===== src/rtl/mem_pkg.sv =====
// Shared memory-system definitions used by the 8008 core, the RAM access
// controller and the block RAM wrapper.
package mem_pkg;

  typedef enum logic [2:0] {
    IDLE,
    WRITE,
    HOLD,
    READ_WAIT,
    DONE,
    CLEAR
  } state_t;

  localparam logic [7:0] UNMAPPED_READ_VALUE = 8'hff;

  localparam int DEFAULT_ADDRESS_WIDTH = 14;
  localparam int DEFAULT_RAM_DEPTH     = 2048;

endpackage


===== src/rtl/ram_access_ctrl.sv =====
// Single-outstanding-request bus initiator between the 8008 memory cycle logic
// and block RAM. Optional power-on RAM sweep is enabled with `define RAM_CLEAR_EN.
module ram_access_ctrl
  import mem_pkg::*;
#(
  parameter int ADDRESS_WIDTH = DEFAULT_ADDRESS_WIDTH,
  parameter int RAM_DEPTH     = DEFAULT_RAM_DEPTH,
  parameter int READ_LATENCY  = 2
) (
  input  logic                     clk,
  input  logic                     reset,
  input  logic                     cpu_req,
  input  logic                     cpu_write,
  input  logic [ADDRESS_WIDTH-1:0] cpu_address,
  input  logic [7:0]               cpu_data_in,
  output logic [7:0]               cpu_data_out,
  output logic                     cpu_ready,
  output logic                     busy,
  output logic [ADDRESS_WIDTH-1:0] ram_address,
  output logic [7:0]               ram_data_out,
  input  logic [7:0]               ram_data_in,
  output logic                     ram_write_enable
);

  localparam logic [ADDRESS_WIDTH:0] DEPTH_LIMIT = RAM_DEPTH[ADDRESS_WIDTH:0];
  // The wait counter is loaded at the accepting edge, so it sits one above the
  // "latency minus one" value during the first READ_WAIT cycle.
  localparam logic [2:0] WAIT_LOAD = 3'(READ_LATENCY);

  state_t                   state_q, state_d;
  logic [2:0]               wait_q, wait_d;
  logic [7:0]               cpu_data_out_d;
  logic                     cpu_ready_d;
  logic                     busy_d;
  logic [ADDRESS_WIDTH-1:0] ram_address_d;
  logic [7:0]               ram_data_out_d;
  logic                     ram_write_enable_d;
  logic                     addr_mapped;

`ifdef RAM_CLEAR_EN
  logic [ADDRESS_WIDTH:0]   sweep_q, sweep_d;
`endif

  assign addr_mapped = ({1'b0, cpu_address} < DEPTH_LIMIT);

  always_comb begin
    state_d            = state_q;
    wait_d             = wait_q;
    cpu_data_out_d     = cpu_data_out;
    ram_address_d      = ram_address;
    ram_data_out_d     = ram_data_out;
    ram_write_enable_d = 1'b0;
`ifdef RAM_CLEAR_EN
    sweep_d            = sweep_q;
`endif

    case (state_q)
      IDLE: begin
        if (cpu_req) begin
          ram_address_d  = cpu_address;
          ram_data_out_d = cpu_data_in;
          if (!addr_mapped) begin
            state_d = DONE;
            if (!cpu_write) cpu_data_out_d = UNMAPPED_READ_VALUE;
          end else if (cpu_write) begin
            state_d            = WRITE;
            ram_write_enable_d = 1'b1;
          end else begin
            state_d = READ_WAIT;
            wait_d  = WAIT_LOAD;
          end
        end
      end
      WRITE:     state_d = HOLD;
      HOLD:      state_d = DONE;
      READ_WAIT: begin
        if (wait_q == 3'd0) begin
          cpu_data_out_d = ram_data_in;
          state_d        = DONE;
        end else begin
          wait_d = wait_q - 3'd1;
        end
      end
      DONE:      state_d = IDLE;
`ifdef RAM_CLEAR_EN
      // One zero write per cycle; leave once the last populated byte is done.
      CLEAR: begin
        if (sweep_q < DEPTH_LIMIT) begin
          ram_address_d      = sweep_q[ADDRESS_WIDTH-1:0];
          ram_data_out_d     = 8'h00;
          ram_write_enable_d = 1'b1;
          sweep_d            = sweep_q + (ADDRESS_WIDTH+1)'(1);
        end else begin
          state_d = IDLE;
        end
      end
`else
      CLEAR:     state_d = IDLE;
`endif
      default:   state_d = IDLE;
    endcase

    cpu_ready_d = (state_d == DONE);
    busy_d      = (state_d != IDLE);
  end

  always_ff @(posedge clk) begin
    if (reset) begin
`ifdef RAM_CLEAR_EN
      state_q <= CLEAR;
      busy    <= 1'b1;
      sweep_q <= '0;
`else
      state_q <= IDLE;
      busy    <= 1'b0;
`endif
      wait_q           <= '0;
      cpu_data_out     <= 8'h00;
      cpu_ready        <= 1'b0;
      ram_address      <= '0;
      ram_data_out     <= 8'h00;
      ram_write_enable <= 1'b0;
    end else begin
`ifdef RAM_CLEAR_EN
      sweep_q <= sweep_d;
`endif
      state_q          <= state_d;
      busy             <= busy_d;
      wait_q           <= wait_d;
      cpu_data_out     <= cpu_data_out_d;
      cpu_ready        <= cpu_ready_d;
      ram_address      <= ram_address_d;
      ram_data_out     <= ram_data_out_d;
      ram_write_enable <= ram_write_enable_d;
    end
  end

endmodule

===== config.mk =====
export PLATFORM = sky130hd
export DESIGN_NAME = ram_access_ctrl
export DESIGN_NICKNAME = d
export VERILOG_FILES = /design/src/rtl/mem_pkg.sv /design/src/rtl/ram_access_ctrl.sv
export SDC_FILE = /design/constraint.sdc
export NUM_CORES = 1
export LEC_CHECK = 0
export CAP_MARGIN = 15
export CORE_MARGIN = 1
export CORE_UTILIZATION = 42
export DETAILED_ROUTE_END_ITERATION = 10
export HOLD_SLACK_MARGIN = 0.02
export PLACE_DENSITY = 0.81
export SETUP_SLACK_MARGIN = 0.1
export SYNTH_ARGS = -nofsm -noshare
export SYNTH_HDL_FRONTEND = slang
export SYNTH_SLANG_ARGS = --single-unit

===== constraint.sdc =====
create_clock -name clk -period 2.35 [get_ports clk]
set_input_delay 0.3525 -clock clk [delete_from_list [all_inputs] [get_ports clk]]
set_output_delay 0.3525 -clock clk [all_outputs]
set_load 0.05 [all_outputs]

After elaboration in Yosys (flattened, before gate mapping)
Index checks and enable logic that the tools add are counted.
{"block": "classes", "addsub": 1, "n_reduce_logical": 8, "n_lt_le_gt_ge": 1, "n_bitwise": 3, "n_eq_ne": 10, "n_mux": 16}
{"op": "2-to-1 mux 8 bit", "count": 4}
{"op": "2-to-1 mux 3 bit", "count": 7}
{"op": "case mux 8 bit (2 select lines)", "count": 1}
{"op": "less-than comparator 14 x 12 -> 1 bit, second input constant", "count": 1}
{"op": "inequality test 2 bit, second input constant", "count": 6}
{"op": "case mux 3 bit (4 select lines)", "count": 1}
{"op": "AND reduction 5 bit", "count": 2}
{"op": "equality test 3 x 2 -> 1 bit, second input constant", "count": 2}
{"op": "logical NOT 3 bit", "count": 2}
{"op": "case mux 3 bit (2 select lines)", "count": 1}
{"op": "OR reduction 4 bit", "count": 1}
{"op": "equality test 3 x 1 -> 1 bit, second input constant", "count": 1}
{"op": "equality test 3 bit, second input constant", "count": 1}
{"op": "NOT 1 bit", "count": 3}
{"op": "nonzero test 3 bit", "count": 1}
{"op": "subtractor 3 x 1 -> 3 bit, second input constant", "count": 1}
{"op": "2-to-1 mux 2 bit", "count": 1}
{"op": "AND reduction 2 bit", "count": 1}
{"op": "nonzero test 2 bit", "count": 1}
{"op": "2-to-1 mux 1 bit", "count": 1}
{"block": "word_totals", "input_bits": 34, "elab_cells": 47, "register_bits": 39, "output_inout_bits": 33}

Depth between registers and ports, before layout
{"block": "logic_depth", "ltp_word": 5, "mapped_depth": 6, "mapped_depth_nobuf": 5}

Worst setup path after synthesis
OpenSTA, ideal clock, no wires.
{"block": "synth_timing", "kind": "reg-to-reg", "from": "register wait_q[0]", "to": "register cpu_data_out[0]", "synth_period_minus_slack_ns": 1.767, "path_buffers": 1, "slack_ns": 0.583, "t_arrival_ns": 1.648, "path_stages_with_launch": 7, "cell_sequence": "dfxtp_1 -> inv_1 -> ha_1 -> nand2_1 -> or4b_2 -> clkbuf_1 -> o221a_2"}
{"block": "synth_between", "elab_chain_len": 3}
{"item": "start, declared", "line_no": "ram_access_ctrl.sv:31", "text": "logic [2:0] wait_q, wait_d;"}
{"item": "start signal, assigned", "line_no": "ram_access_ctrl.sv:129", "text": "wait_q <= wait_d;"}
{"item": "logical NOT 3 bit", "line_no": "ram_access_ctrl.sv:77", "text": "if (wait_q == 3'd0) begin"}
{"item": "inequality test 2 bit (no source line)"}
{"item": "AND reduction 5 bit (no source line)"}
{"item": "end signal, assigned", "line_no": "ram_access_ctrl.sv:130", "text": "cpu_data_out <= cpu_data_out_d;"}
{"item": "end, declared", "line_no": "ram_access_ctrl.sv:16", "text": "output logic [7:0] cpu_data_out,"}
No other way between the ends.
A chain may end at the register's enable or synchronous reset.

Final worst setup path
Ends and elaborated chain as after synthesis.

==> impl_metrics.json <==
{
  "antenna_found_initial": 0,
  "r2r_slack_ps": 480,
  "finalMaxSlewViolations": 0,
  "clk_latency_ps": 290,
  "synth-seq-cells": 39,
  "grt.total_usage_pct": 19.9,
  "grt_overflow": 0,
  "initial_utilization_pct": 45.3,
  "syn-cell-area_mm2": 0.00157,
  "cts_buffers": 5,
  "power_mw": 1.55,
  "critPathMaxFanout": 7,
  "area_growth_pct": 50.6,
  "hpwl_um": 2600,
  "fmax_mhz": 535,
  "routed_wl_um": 3810,
  "cap_violations": 0,
  "drive_gt1_share_pct": 10.0,
  "worst_pin_slew_ps": 535,
  "post-route-util_pct": 68.3,
  "die_h_um": 63.2,
  "p_sw_uw": 482,
  "root_buffer": "clkbuf_8",
  "ys_types": 32,
  "io_pins": 67,
  "power.share.clock_pct": 28.4,
  "cp_data_required_time_ps": 2530,
  "crit-reg2reg-launch": "wait_q[0]",
  "fin_crit_sh_pct": 79.6,
  "finalInstanceArea_mm2": 0.00237,
  "rr_worst_depth": 5,
  "first_pass_iters": 4,
  "final_hold_viol_count": 0,
  "pwr-share-seq_pct": 47.0,
  "leakage_nw": 0.873,
  "pre_cts_ws_ps": 270,
  "cts_resized": 0,
  "die_w_um": 63.2,
  "nNetsFinal": 284,
  "p_comb_share_pct": 24.6,
  "core_mm2": 0.00347,
  "grt_pass1_vias": 1357,
  "hp-class": "register to register",
  "vdd_drop_max_mv": 0.377,
  "drc": 0,
  "power.density_mw_per_mm2": 654,
  "routabilityCongestion": 0.840,
  "setup-tns-final_ps": 0,
  "rsz0062_at_grt": "no",
  "fill_cells": 289,
  "internal_power_mw": 1.07,
  "hold_buffers": 0,
  "post_drt_wl_per_cell_um": 12.9,
  "grt_max_degree": 39,
  "drtIter0Drc": 107,
  "vias": 1488,
  "grt_pass1_wl_um": 6220,
  "critPathCapture": "cpu_data_out[0]",
  "htreeDepth": 2,
  "fin_cells": 295,
  "placed_cells": 287,
  "endpoint_kind": "register",
  "cts_tree": "yes",
  "drtAntennaViolNets": 0,
  "fin_skew_ps": 4.69,
  "worstReg2RegEnd": "cpu_data_out[0]",
  "cts.sinks": 39,
  "setup_viol": 0,
  "antennaDiodeCount": 0,
  "yosysSeqAreaShare_pct": 49.7,
  "status": "completed",
  "yosysWarnings": 0,
  "syn_inst": 183,
  "syn_avg_cell_area_um2": 8.59,
  "critPathArrivalTime_ps": 2050,
  "die_area_mm2": 0.00399,
  "slew-limit-headroom_pct": 64.2,
  "crit_type": "register to register",
  "startpoint": "wait_q[0]",
  "routed_via_density": 5.04,
  "cts_buffer_depth": 2,
  "p_sw_share_pct": 31.2,
  "placed_area_mm2": 0.00228,
  "row_count": 21,
  "clkTransAtPathRegs_ps": 70,
  "whs_ps": 455,
  "post-cts-setup-buffers": 0,
  "syn-num-nets": 219,
  "fin_crit_ps": 1870,
  "startpoint_type": "register",
  "setup_slack_ps": 479,
  "io_buffers": 66
}
==> worst min-delay path by stage <==
stage,end,start,depth (start not counted)
5_1_grt,ram_address[1],ram_address[1],2
6_report,ram_address[5],ram_address[5],2
3_5_place_dp,ram_address[5],ram_address[5],2
4_1_cts,ram_address[5],ram_address[5],2
2_1_floorplan,wait_q[1],wait_q[1],2
3_3_place_gp,ram_address[6],ram_address[6],2
==> cell usage after synthesis <==
cell type | n | area, um^2
or4b_4 | 1 | 13.8
o21ai_1 | 1 | 5.00
inv_1 | 11 | 41.3
a311oi_1 | 1 | 8.76
a211oi_1 | 3 | 22.5
nand2b_1 | 1 | 6.26
clkbuf_1 | 12 | 45.0
and3_1 | 1 | 6.26
nor3_2 | 1 | 10.0
or4b_1 | 1 | 10.0
buf_2 | 1 | 5.00
dfxtp_1 | 39 | 781
buf_6 | 1 | 11.3
o32a_1 | 1 | 10.0
and3b_1 | 1 | 8.76
o21ai_0 | 2 | 10.0
nand2_1 | 48 | 180
a21oi_1 | 29 | 145
nor4b_2 | 1 | 15.0
nor2_1 | 1 | 3.75
mux2_2 | 1 | 11.3
o2111a_1 | 1 | 11.3
or3_1 | 4 | 25.0
nor4b_1 | 1 | 8.76
nor3_1 | 3 | 15.0
nand4b_1 | 2 | 17.5
nor2b_1 | 1 | 6.26
o221a_2 | 7 | 78.8
ha_1 | 2 | 25.0
nor3b_1 | 2 | 15.0
or4b_2 | 1 | 10.0
a221oi_1 | 1 | 8.76
==> final cells by class <==
type,count,area [um^2],area share (%)
Sequential cell,39,781,33.0
Tap cell,46,57.6,2.43
Multi-Input combinational cell,119,697,29.4
Inverter,11,41.3,1.74
Timing Repair Buffer,72,706,29.8
Clock inverter,2,12.5,0.529
Clock buffer,6,72.6,3.07
==> critical path, cell delays in order, from the launching register on <==
cell and delay, ps:
dfxtp_1 300, inv_1 110, ha_1 250, nand2_1 60, or4b_2 720, o221a_2 310
==> layout by cell type (no fill, tap or decap), types with 2 or more instances in the layout <==
master            n
a211oi_1          3
a21oi_1          29
buf_4             6
clkbuf_8          5
clkdlybuf4s50_1  66
dfxtp_1          39
ha_1              2
inv_1            11
nand2_1          48
nand4b_1          2
nor3_1            3
nor3b_1           2
o21ai_0           2
o221a_2           7
or3_1             4
==> metal layers <==
layer | global-route usage (%) | wire, um
met4 | 8.52 | 81
met3 | 5.25 | 216
met1 | 24.8 | 1690
met2 | 32.3 | 1820
met5 | 0 | 0
==> cells by family (layout without fill, tap and decap cells) <==
group           Yosys count  in the layout  share of synthesized area [%]
fa+ha+maj                 2              2                           1.59
simple gates             70             70                           22.4
flops                    39             39                           49.7
mux                       1              1                          0.717
compound gates           46             46                           19.1
buf+inv                  25             91                           6.53
==> flip-flops by register name, indices dropped and copies added (netlist names) <==
register          flops
ram_address          14
cpu_data_out          8
ram_data_out          8
state_q               3
wait_q                3
busy                  1
cpu_ready             1
ram_write_enable      1
==> power by group through the flow <==
stage	Sequential, mW	Combinational, mW	Clock [mW]
final	0.727	0.381	0.439
after floorplan	0.868	0.0956	0
after global placement	0.740	0.379	0
after CTS	0.727	0.383	0.448
after detailed placement	0.741	0.382	0
after global routing	0.732	0.404	0.478
No activity file was read; power rests on OpenSTA's default activity.
